### config.mk
export PLATFORM = sky130hd
export DESIGN_NAME = receiver_controlreg
export DESIGN_NICKNAME = d
export VERILOG_FILES = /design/src/rtl/receiver_controlreg.sv
export SDC_FILE = /design/constraint.sdc
export NUM_CORES = 1
export LEC_CHECK = 0
export CAP_MARGIN = 20
export CORE_MARGIN = 2
export CORE_UTILIZATION = 55
export DETAILED_ROUTE_END_ITERATION = 7
export PLACE_DENSITY_LB_ADDON = 0.1
export SLEW_MARGIN = 15
export SYNTH_ARGS = -nofsm -noshare
export SYNTH_HDL_FRONTEND = slang
export SYNTH_SLANG_ARGS = --single-unit
### constraint.sdc
create_clock -name clk -period 4.12 [get_ports clk]
set_input_delay 0.824 -clock clk [delete_from_list [all_inputs] [get_ports clk]]
set_output_delay 0.824 -clock clk [all_outputs]
set_load 0.02 [all_outputs]
### src/rtl/receiver_controlreg.sv
// Host control/status register block for the I2C receive path: holds burst configuration,
// counts bytes from the receiver engine and answers each byte with ACK or NACK.
module receiver_controlreg (
    input  logic       clk,
    input  logic       rst,
    input  logic [7:0] Rdata,
    input  logic [1:0] Raddr,
    input  logic       Rwrite,
    output logic [7:0] dataout,
    input  logic       rx_valid,
    output logic       rx_ack,
    output logic       rx_nack,
    output logic       beat_end,
    output logic       busy,
    output logic       done
);

    localparam logic [1:0] IDLE      = 2'd0;
    localparam logic [1:0] RECEIVING = 2'd1;
    localparam logic [1:0] DONE      = 2'd2;

    localparam logic [1:0] ADDR_CTRL  = 2'd0;
    localparam logic [1:0] ADDR_SIZE  = 2'd1;
    localparam logic [1:0] ADDR_BURST = 2'd2;
    localparam logic [1:0] ADDR_STAT  = 2'd3;

    logic [1:0] state, state_d;
    logic [7:0] rsize, rsize_d, rburst, rburst_d;
    logic [7:0] byte_cnt, byte_cnt_d, beat_cnt, beat_cnt_d;
    logic [7:0] dataout_d;
    logic       overflow, overflow_d, cfg_err, cfg_err_d;
    logic       ack_d, nack_d, beat_end_d;

    logic       ctrl_wr, start, abort, clr;
    logic       cfg_ok, last_byte, last_beat;
    logic [7:0] status;

    assign ctrl_wr   = Rwrite && (Raddr == ADDR_CTRL);
    assign start     = ctrl_wr && Rdata[0];
    assign abort     = ctrl_wr && Rdata[1];
    assign clr       = ctrl_wr && Rdata[2];
    assign cfg_ok    = (rsize != 8'd0) && (rburst != 8'd0);
    assign last_byte = (byte_cnt == rsize - 8'd1);
    assign last_beat = (beat_cnt == rburst - 8'd1);
    assign status    = {4'b0000, cfg_err, overflow, done, busy};

    // Next-state, counter, register-file and pulse logic.
    always_comb begin
        state_d    = state;
        rsize_d    = rsize;
        rburst_d   = rburst;
        byte_cnt_d = byte_cnt;
        beat_cnt_d = beat_cnt;
        overflow_d = overflow;
        cfg_err_d  = cfg_err;
        dataout_d  = dataout;
        ack_d      = 1'b0;
        nack_d     = 1'b0;
        beat_end_d = 1'b0;

        if (Rwrite) begin
            if (state != RECEIVING) begin
                if (Raddr == ADDR_SIZE)  rsize_d  = Rdata;
                if (Raddr == ADDR_BURST) rburst_d = Rdata;
            end
        end else begin
            case (Raddr)
                ADDR_SIZE:  dataout_d = rsize;
                ADDR_BURST: dataout_d = rburst;
                ADDR_STAT:  dataout_d = status;
                default:    dataout_d = 8'd0;
            endcase
        end

        // Clear applies first so that events on the same edge can still set the flags.
        if (clr) begin
            overflow_d = 1'b0;
            cfg_err_d  = 1'b0;
        end

        if (abort) begin
            state_d    = IDLE;
            byte_cnt_d = 8'd0;
            beat_cnt_d = 8'd0;
            nack_d     = rx_valid;
        end else if (state == RECEIVING) begin
            if (rx_valid) begin
                ack_d = 1'b1;
                if (last_byte) begin
                    byte_cnt_d = 8'd0;
                    beat_end_d = 1'b1;
                    if (last_beat) state_d = DONE;
                    else           beat_cnt_d = beat_cnt + 8'd1;
                end else begin
                    byte_cnt_d = byte_cnt + 8'd1;
                end
            end
        end else if (start && cfg_ok) begin
            state_d    = RECEIVING;
            byte_cnt_d = 8'd0;
            beat_cnt_d = 8'd0;
            overflow_d = 1'b0;
            nack_d     = rx_valid;
        end else begin
            if (start) cfg_err_d = 1'b1;
            if (rx_valid) begin
                nack_d     = 1'b1;
                overflow_d = 1'b1;
            end
        end
    end

    always_ff @(negedge clk) begin
        if (!rst) begin
            state    <= IDLE;
            rsize    <= 8'd0;
            rburst   <= 8'd0;
            byte_cnt <= 8'd0;
            beat_cnt <= 8'd0;
            overflow <= 1'b0;
            cfg_err  <= 1'b0;
            dataout  <= 8'd0;
            rx_ack   <= 1'b0;
            rx_nack  <= 1'b0;
            beat_end <= 1'b0;
            busy     <= 1'b0;
            done     <= 1'b0;
        end else begin
            state    <= state_d;
            rsize    <= rsize_d;
            rburst   <= rburst_d;
            byte_cnt <= byte_cnt_d;
            beat_cnt <= beat_cnt_d;
            overflow <= overflow_d;
            cfg_err  <= cfg_err_d;
            dataout  <= dataout_d;
            rx_ack   <= ack_d;
            rx_nack  <= nack_d;
            beat_end <= beat_end_d;
            busy     <= (state_d == RECEIVING);
            done     <= (state_d == DONE);
        end
    end

endmodule

# Yosys cells after proc, flatten, opt, wreduce, memory -nomap -nowiden
# Cells that the tools add are included.
# W data, S select, Z words.
# word_totals
regBits	49
input_bits	14
output_inout_bits	13
wordCells	79
# classes
addsub	4
n_eq_ne	12
n_mux	30
bitwise_logic	3
reduce_logical	17
# ops
op	n
$mux W8	8
$pmux W8 S3	1
$add A8 B1 Y8 const B	2
$eq A8 B8 Y1	2
$reduce_bool A8 Y1	2
$sub A8 B1 Y8 const B	2
$mux W1	15
$mux W2	6
$eq A2 B1 Y1 const B	3
$eq A2 B2 Y1 const B	3
$logic_and A1 B1 Y1	6
$ne A2 B2 Y1 const B	3
$reduce_and A3 Y1	2
$reduce_and A4 Y1	1
$reduce_or A4 Y1	1
$not A1 Y1	3
$reduce_or A3 Y1	1
$logic_not A2 Y1	1
$ne A2 B1 Y1 const B	1
$reduce_and A2 Y1	1
$reduce_bool A2 Y1	1
$reduce_or A2 Y1	1

# Depth between registers and ports, before layout
# depth
word_depth	8
depth_mapped	10
ltp_nobuf	8

==> flow_results.xml <==
<?xml version="1.0" encoding="UTF-8"?>
<metrics>
  <group name="outcome">
    <metric name="run_status" unit="">finished clean</metric>
  </group>
  <group name="power_and_ir_drop">
    <metric name="pwr_density_cell" unit="nW/µm²">330</metric>
    <metric name="irDropWorstVdd" unit="µV">261</metric>
    <metric name="cellLeakagePower" unit="nW">1.77</metric>
  </group>
  <group name="routing">
    <metric name="antenna_violating_nets_post_route" unit="">0</metric>
    <metric name="first_iter_violations" unit="">120</metric>
    <metric name="avgRoutedWirePerCell" unit="µm">14.1</metric>
    <metric name="dr_total_vias" unit="">2560</metric>
    <metric name="detail_route.wirelength" unit="mm">6.52</metric>
    <metric name="drc" unit="">0</metric>
    <metric name="drt_first_pass_iters" unit="">4</metric>
    <metric name="vias_per_cell" unit="">5.52</metric>
  </group>
  <group name="worst_setup_path">
    <metric name="critical_path_arrival" unit="ns">2.21</metric>
    <metric name="slowest_stage" unit="">sky130_fd_sc_hd__dlygate4sd2_1</metric>
    <metric name="critPathCaptureType" unit="">register</metric>
    <metric name="worst_path_cell_chain" unit="">dlygate4sd2_1, nor3b_4, nand2_1, nand4b_1, and2_4, a22oi_1, nor2_1</metric>
    <metric name="crit-reg2reg-launch" unit="">rsize[0]</metric>
    <metric name="timing.setup.critical_path_class" unit="">primary input to register</metric>
    <metric name="crit_path_start_kind" unit="">primary input</metric>
    <metric name="setup.worst_path.start" unit="">Raddr[1]</metric>
    <metric name="cpPeakStageDelay" unit="ns">0.28</metric>
    <metric name="timing.critical_path.fanout_max" unit="">4</metric>
    <metric name="cp_data_required_time" unit="ns">2.30</metric>
  </group>
  <group name="timing">
    <metric name="final_critical_path_setup_slack" unit="ns">0.0945</metric>
    <metric name="worst_slew_margin_rel" unit="">0.593</metric>
    <metric name="rsz0062_at_grt" unit="">false</metric>
    <metric name="worst_tran_pin_value" unit="ns">0.610</metric>
    <metric name="setup_viol" unit="">0</metric>
    <metric name="timing.clock.skew" unit="ns">0.0195</metric>
    <metric name="hold_violations" unit="">0</metric>
    <metric name="final-max-slew-violation-count" unit="">0</metric>
  </group>
  <group name="die">
    <metric name="core_area" unit="µm²">4750</metric>
    <metric name="initial_utilization" unit="">0.572</metric>
    <metric name="design.die.area" unit="µm²">5520</metric>
    <metric name="placement_rows" unit="">25</metric>
    <metric name="io_pins" unit="">27</metric>
    <metric name="dieHeight" unit="µm">74.3</metric>
    <metric name="die_width" unit="µm">74.3</metric>
  </group>
  <group name="cells_and_area">
    <metric name="final_layout_size_suffix_gt1_frac" unit="">0.139</metric>
    <metric name="final_area" unit="µm²">3530</metric>
    <metric name="finish.utilization" unit="">0.743</metric>
    <metric name="layout.nets" unit="">416</metric>
    <metric name="seq_area" unit="µm²">981</metric>
    <metric name="area_growth_from_synthesis_to_layout" unit="%">29.8</metric>
    <metric name="antenna-diode-count" unit="">0</metric>
    <metric name="fillCellCount" unit="">378</metric>
    <metric name="multi_input_logic_area" unit="µm²">1700</metric>
  </group>
  <group name="grt">
    <metric name="grt_use_total" unit="">0.255</metric>
    <metric name="grt_overflow" unit="">0</metric>
    <metric name="antenna_found_initial" unit="">0</metric>
    <metric name="grt_pass1_vias" unit="">2438</metric>
    <metric name="wire_length_of_the_first_global_routing_pass" unit="mm">10.8</metric>
    <metric name="grt_max_degree" unit="">29</metric>
  </group>
  <group name="placement">
    <metric name="place.port_buffers" unit="">26</metric>
    <metric name="gp_congestion" unit="">0.813</metric>
    <metric name="place_area" unit="µm²">3180</metric>
    <metric name="dp.final_hpwl" unit="mm">4.51</metric>
    <metric name="dp_slack" unit="ns">-0.480</metric>
  </group>
  <group name="clock_network">
    <metric name="cts-buffers-inserted" unit="">5</metric>
    <metric name="tritoncts" unit="">done</metric>
    <metric name="cts-root-to-sink-buffers" unit="">2</metric>
    <metric name="insertion_delay" unit="ns">0.38</metric>
    <metric name="clk_pin_slew" unit="ns">0.03</metric>
    <metric name="hold_buffers" unit="">0</metric>
    <metric name="num_clock_sinks" unit="">49</metric>
    <metric name="cts_root_buf" unit="">sky130_fd_sc_hd__clkbuf_8</metric>
    <metric name="max_h_tree_level" unit="">2</metric>
  </group>
  <group name="min_path">
    <metric name="timing.hold.worst.start" unit="">beat_cnt[7]</metric>
    <metric name="min-delay-path-class" unit="">register to register</metric>
  </group>
  <group name="yosys">
    <metric name="yosysWarningCount" unit="">0</metric>
    <metric name="synth_area_leaders" unit="">sky130_fd_sc_hd__dfxtp_1, sky130_fd_sc_hd__mux2i_1, sky130_fd_sc_hd__nor2b_1, sky130_fd_sc_hd__xor2_1, sky130_fd_sc_hd__nand2_1</metric>
    <metric name="synth.avg_cell_area" unit="µm²">9.07</metric>
    <metric name="ys_async_sr_fraction" unit="">0</metric>
    <metric name="ys_seq_elements" unit="">49</metric>
    <metric name="synthCells" unit="">300</metric>
    <metric name="synth_edf_count" unit="">0</metric>
    <metric name="most_used_flip_flop_cell_after_synthesis" unit="">sky130_fd_sc_hd__dfxtp_1</metric>
    <metric name="postSynthNetCount" unit="">320</metric>
    <metric name="synth_cell_area" unit="µm²">2720</metric>
    <metric name="synth_top_cell_area_share" unit="">0.361</metric>
    <metric name="synth_largest_area_cell" unit="">sky130_fd_sc_hd__dfxtp_1</metric>
    <metric name="synthDistinctLibCells" unit="">51</metric>
    <metric name="synth-seq-area-share" unit="">0.361</metric>
  </group>
  <group name="run">
    <metric name="max_cap_viol_count" unit="">0</metric>
  </group>
</metrics>
cell families after synthesis:
family | after synthesis | share of synthesized area
AOI/OAI and AO/OA | 66 | 0.168
buffers and inverters | 21 | 0.0386
and+or+nand+nor | 118 | 0.259
muxes | 18 | 0.0667
DFF | 49 | 0.361
adders and majority gates | 6 | 0.0276
xor gates and xnor gates | 22 | 0.0787
power by group:
group          total, mW  internal (mW)  switching, mW
registers          0.497          0.485         0.0119
clock network      0.544          0.248          0.296
logic              0.125         0.0599         0.0655
total               1.17          0.793          0.374
per-layer routing:
metal,up-vias,share of wire,global-route usage
met1,1175,0.44,0.316
li1,1281,-,-
met3,14,0.066,0.0854
met5,-,0,0
met2,90,0.47,0.406
met4,0,0.021,0.113
cells in the mapped netlist (all sizes together), types with 2 or more instances:
| master | instances |
|---|---|
| nand4 | 3 |
| inv | 8 |
| nor2b | 22 |
| nand3b | 2 |
| a22o | 4 |
| or4 | 8 |
| o211a | 3 |
| o31ai | 6 |
| mux2i | 17 |
| xnor2 | 9 |
| nor3 | 8 |
| ha | 6 |
| o21ai | 13 |
| xor2 | 12 |
| a31oi | 7 |
| nand2b | 3 |
| nor4 | 3 |
| nand2 | 25 |
| nor2 | 9 |
| and2 | 10 |
| clkbuf | 6 |
| nand4b | 2 |
| a22oi | 10 |
| dfxtp | 49 |
| buf | 7 |
| and3 | 7 |
| a21oi | 17 |
| nand3 | 11 |
layout make-up:
cell class | count | share of cell area
clock inverter | 52 | 0.0663
clock buffer | 5 | 0.0195
timing repair buffer | 53 | 0.125
inverter | 7 | 0.00744
tap | 67 | 0.0237
multi-input combinational | 231 | 0.480
sequential | 49 | 0.278
registers in the layout, summed over array words and instances (netlist names):
register and count:
cfg_err 1, rburst 8, rx_ack 1, rx_nack 1
state 2, byte_cnt 8, dataout 8, done 1
overflow 1, beat_end 1, busy 1, beat_cnt 8
rsize 8
critical path, delay by kind of cell:
kind / cells / cell delay, ns
AND/OR/NAND/NOR: 5 / 0.91
AO/OA/AOI/OAI: 1 / 0.19
buffers and inverters: 1 / 0.28
repair_timing:
action | CTS | global route
resized for setup | 20 | 0
buffers inserted | 7 | 0
endpoints found under the setup margin | 36 | 0
through the flow:
stage          TNS [ns]  hold WS (ns)  power [mW]  cells
2_1_floorplan    -0.251         0.463       0.658    300
3_3_place_gp     -16.21         0.485       0.701    400
3_5_place_dp     -17.18         0.501       0.702    400
4_1_cts               0         0.508        1.19    464
5_1_grt               0         0.533        1.25    464
6_report              0         0.506        1.17    464
worst paths after layout:
path | end | slack, ns | cells after the start
worst max-delay path | byte_cnt[1] | 0.09 | 7
worst min register to register | beat_cnt[7] | 0.51 | 2
worst min-delay path | beat_cnt[7] | 0.51 | 2
worst max register to register | beat_cnt[6] | 1.50 | 9
cells in the final DEF (no fill, tap or decap), types with 10 or more instances in the layout:
| cell | n |
|---|---|
| sky130_fd_sc_hd__a22oi_1 | 10 |
| sky130_fd_sc_hd__mux2i_1 | 17 |
| sky130_fd_sc_hd__nor2b_1 | 22 |
| sky130_fd_sc_hd__a21oi_1 | 17 |
| sky130_fd_sc_hd__nand2_1 | 23 |
| sky130_fd_sc_hd__buf_4 | 27 |
| sky130_fd_sc_hd__o21ai_0 | 13 |
| sky130_fd_sc_hd__dlygate4sd2_1 | 17 |
| sky130_fd_sc_hd__inv_1 | 56 |
| sky130_fd_sc_hd__dfxtp_1 | 49 |
| sky130_fd_sc_hd__xor2_1 | 12 |
No activity file was read; power rests on OpenSTA's default activity.
